$ cat src/rtl/multi_pulse_sync_rx.sv
// multi_pulse_sync_rx: per-channel toggle synchroniser, pulse generator and saturating pending counter
// Define MULTI_PULSE_SYNC_OVF_STATUS_EN to add sticky overflow flags (ovf_o / ovf_clr_i).
module multi_pulse_sync_rx #(
  parameter int CHANNELS    = 4,
  parameter int SYNC_STAGES = 2,
  parameter int CNT_W       = 4
) (
  input  logic                      clk_i,
  input  logic                      rst_i,
  input  logic [CHANNELS-1:0]       toggle_i,
  input  logic [CHANNELS-1:0]       ready_i,
  output logic [CHANNELS-1:0]       pulse_o,
  output logic [CHANNELS-1:0]       valid_o,
  output logic [CHANNELS*CNT_W-1:0] pending_o
`ifdef MULTI_PULSE_SYNC_OVF_STATUS_EN
  ,
  output logic [CHANNELS-1:0]       ovf_o,
  input  logic [CHANNELS-1:0]       ovf_clr_i
`endif
);
  for (genvar c = 0; c < CHANNELS; c++) begin : g_ch
    logic [SYNC_STAGES-1:0] sync;
    logic                   hist;
    logic                   pulse;
    logic [CNT_W-1:0]       cnt;
    logic [CNT_W-1:0]       cnt_nxt;
    logic                   pop;
    logic                   full;
    always_comb begin
      full    = &cnt;
      pop     = (cnt != '0) & ready_i[c];
      // a simultaneous increment and pop cancel, even when saturated
      cnt_nxt = (pulse & ~pop & ~full) ? cnt + 1'b1 :
                (pop & ~pulse)         ? cnt - 1'b1 : cnt;
    end
    always_ff @(posedge clk_i or posedge rst_i) begin
      if (rst_i) begin
        sync  <= '0;
        hist  <= 1'b0;
        pulse <= 1'b0;
        cnt   <= '0;
      end else begin
        sync  <= {sync[SYNC_STAGES-2:0], toggle_i[c]};
        hist  <= sync[SYNC_STAGES-1];
        pulse <= sync[SYNC_STAGES-1] ^ hist;
        cnt   <= cnt_nxt;
      end
    end
`ifdef MULTI_PULSE_SYNC_OVF_STATUS_EN
    logic ovf;
    always_ff @(posedge clk_i or posedge rst_i) begin
      if (rst_i) ovf <= 1'b0;
      else       ovf <= (pulse & ~pop & full) ? 1'b1 : ovf_clr_i[c] ? 1'b0 : ovf;
    end
    assign ovf_o[c] = ovf;
`endif
    assign pulse_o[c]                  = pulse;
    assign valid_o[c]                  = cnt != '0;
    assign pending_o[c*CNT_W +: CNT_W] = cnt;
  end
endmodule

$ cat config.mk
export PLATFORM = sky130hd
export DESIGN_NAME = multi_pulse_sync_rx
export DESIGN_NICKNAME = d
export VERILOG_FILES = /design/src/rtl/multi_pulse_sync_rx.sv
export SDC_FILE = /design/constraint.sdc
export NUM_CORES = 1
export LEC_CHECK = 0
export CAP_MARGIN = 20
export CORE_MARGIN = 2
export CORE_UTILIZATION = 35
export DETAILED_ROUTE_END_ITERATION = 10
export GPL_ROUTABILITY_DRIVEN = 0
export SLEW_MARGIN = 20
export SYNTH_ARGS = -nofsm -noshare
export SYNTH_HDL_FRONTEND = slang
export SYNTH_SLANG_ARGS = --single-unit
$ cat constraint.sdc
create_clock -name clk_i -period 3 [get_ports clk_i]
set_clock_uncertainty 0.2 [all_clocks]
set_input_delay 0.6 -clock clk_i [delete_from_list [all_inputs] [get_ports clk_i]]
set_output_delay 0.6 -clock clk_i [all_outputs]
set_load 0.1 [all_outputs]
==> summary.txt <==
Final layout
  – Fin area: between 2000 and 2500 um^2
  – Layout Cells excl Fill: between 200 and 250
  – Share of layout cells above drive strength 1: between 20 and 30%
  – Final net count: 195
  – Synthesis-to-layout area growth: 27.0%
  – N_diodes: 0

Setup path
  – Worst R2R Setup Slack: 590 ps
  – Startpoint Class: input port
  – CP peak stage delay: around 560 ps
  – CP delay by family, top: compound AO/OA/AOI/OAI gates
  – Worst Path Arrival: ~2600 ps
  – Slowest cell on crit path: clkdlybuf4s50_1
  – Kind of end point of the critical path: register
  – Crit path buffers/inverters: 1
  – CP cell instances: clkdlybuf4s50_1, a41oi_1, o21ai_1, ha_1, a21o_1, a21oi_1, mux2i_1, xor2_1
  – Req. time, crit path: about 3000 ps
  – CP max FO: 5
  – RR Endpoint: g_ch[1].cnt[3]$_DFFE_PP0P_
  – R2R depth: 7
  – Worst R2R Start: g_ch[1].cnt[0]$_DFFE_PP0P_
  – Crit path kind: input port to register

Floorplan
  – Initial Util: about 36%
  – Die span in y: between 70 and 80 um
  – Boundary Pins: 34
  – Die area: 5310 um^2
  – Die W: between 70 and 80 um
  – Core area: roughly 4700 um^2
  – Cell Rows: 25

Min path
  – Hold WC Path Type: register to register
  – Hold path depth: 0
  – Hold Path End: g_ch[3].sync[1]$_DFF_PP0_
  – Hold wc startpoint: g_ch[3].sync[0]$_DFF_PP0_

Placement
  – DPL Wire Length: between 2 and 2.5 mm
  – PortBufs: 33
  – Placed Cells: 220
  – Dpl ws: 99.9 ps
  – Dpl cell area: between 1500 and 2000 um^2

STA
  – Fin. max-slew vios: 0
  – Final Hold Vio Count: 0
  – RSZ-0062 raised after global routing: false
  – Setup violations, final: 0
  – Setup WS post-layout: 373 ps
  – Setup TNS: 0 ps
  – Tmin final: between 2000 and 3000 ps
  – Rel. slew slack: about three quarters
  – Worst-margin pin slew: 395 ps
  – Ratio of final minimum period to clock period: 87.6%
  – F_max: 381 MHz

GRT
  – Global-route wire length before repair: between 5 and 6 mm
  – Antenna violations before repair: 0
  – GRT Total Usage: 13.3%
  – Remaining global-route overflow: 0
  – Vias in the first global route: around 1200
  – Largest net degree at the start of global routing: 33

Logic synthesis
  – Synth Area in XOR/XNOR: ~8.4%
  – Mean post-synth cell area: between 10 and 15 um^2
  – Top cell type's share of synthesized area: around half
  – Unique masters post-synth: 22
  – Post-synth EDFFs: 0
  – Post-Syn Area: approximately 1700 um^2
  – Synth Area in Adders: a little over a tenth
  – Primary FF master, synth: dfrtp_1
  – Most numerous cell in the Yosys netlist: dfrtp_1
  – Asr flop ratio synth: 100%
  – Top cells by count, synth: dfrtp_1 (32), xor2_1 (16), ha_1 (8), mux2_1 (8), inv_1 (5)
  – Dominant cell type by area after synthesis: dfrtp_1
  – Sequential area share after synthesis: between 40% and 50%
  – Seq cells post-synth: 32
  – Synth Net Count: 155
  – Largest family of logic cells by synthesized area: compound AO/OA/AOI/OAI gates
  – Yosys warns: 0
  – Compound-cell area share of the yosys netlist: 12.7%
  – Area contributors post-synth: dfrtp_1 (48%), xor2_1 (8.4%), ha_1 (6.0%), mux2_1 (5.4%), fa_1 (4.8%)
  – Mapped Cells: about 130
  – Post-synthesis mux area share: under 10%
  – Post-Synth Simple-Gate Area: 9.04%

Routing
  – Starting DRT DRC Count: 40
  – Drt drc: 0
  – Pre-antenna DRT Iters: 4
  – DRT antenna net count: 0
  – Vias/cell: just over 5
  – Avg WL per Cell: between 10 and 15 um
  – Routed WL: about 3.1 mm
  – Vias: 1160

CTS
  – Cts hold-fix bufs: 0
  – Worst-skew pair later-pin latency: between 200 and 300 ps
  – Root Driver: clkbuf_8
  – CTS resizes: 0
  – CTS sink cnt: 32
  – H-tree Lvls: 2
  – Reg clk slew, reported paths: approximately 70 ps
  – CTS Buf Count: 5
  – CTS tree: yes
  – Post-CTS Setup Bufs: 0
  – CTS max path bufs: 2

Outcome
  – Status: completed

Job
  – Maxcap violations: 0
## registers in the layout, indices dropped and copies added (netlist names)
signal      flops
g_ch.cnt       16
g_ch.pulse      4
g_ch.sync       8
g_ch.hist       4
## layout make-up
cell class	count	area [um^2]
clock buffer	5	68.8
clock inverter	3	42.5
fill	432	2550
inverter	5	18.8
multi-input combinational	92	812
sequential	32	801
tap	54	67.6
timing repair buffer	37	300
## through the flow
stage               hold slack [ps]  utilization (%)
finish                          148             45.3
detailed placement              136             42.9
global route                    157             45.3
CTS                             151             45.3
global placement                134             42.9
floorplan                       131                -
## layout by cell type (no fill, tap or decap)
master	instances
dfrtp_1	32
buf_4	28
xor2_1	16
clkdlybuf4s50_1	9
mux2_1	8
ha_1	8
inv_1	5
clkbuf_8	5
nand3_1	4
nand2_1	4
o21ai_0	4
nor4_2	4
a21oi_2	4
nor3_1	4
nor2_1	4
a211oi_2	4
a41oi_1	4
o21ai_1	4
nand3b_1	4
a21oi_1	4
mux2i_1	4
fa_1	4
a21o_1	3
a21o_2	1
clkinv_2	1
bufinv_16	1
clkinvlp_4	1
## per-layer routing
layer	part of all wire, %	global-route usage [%]	wire, um	up-vias
li1	-	-	-	557
met1	44	15.8	1360	569
met2	49	20.0	1520	26
met3	4.1	5.39	126	8
met4	2.9	8.64	89	0
met5	0	0	0	-
## worst max path at each step
stage,to,startpoint,cells after the start,slack (ps)
after global placement,g_ch[1].cnt[3]$_DFFE_PP0P_,ready_i[1],8,230
after detailed placement,g_ch[1].cnt[3]$_DFFE_PP0P_,ready_i[1],8,100
final,g_ch[1].cnt[3]$_DFFE_PP0P_,ready_i[1],8,370
after global routing,g_ch[1].cnt[3]$_DFFE_PP0P_,ready_i[1],8,140
after CTS,g_ch[1].cnt[3]$_DFFE_PP0P_,ready_i[1],8,380
after floorplan,g_ch[3].cnt[1]$_DFFE_PP0P_,g_ch[3].cnt[0]$_DFFE_PP0P_,5,40
## cell families (layout without fill, tap and decap cells)
kind of cell               count (synthesis)  count (layout)
DFF                                       32              32
xor gates and xnor gates                  16              16
and+or+nand+nor                           24              24
muxes                                     12              12
adders and majority gates                 12              12
AOI/OAI and AO/OA                         28              28
buffers and inverters                      9              50
Power is left out: the tool's default activity adds up to more than one toggle a clock period on the data nets, which glitch-free logic cannot reach.
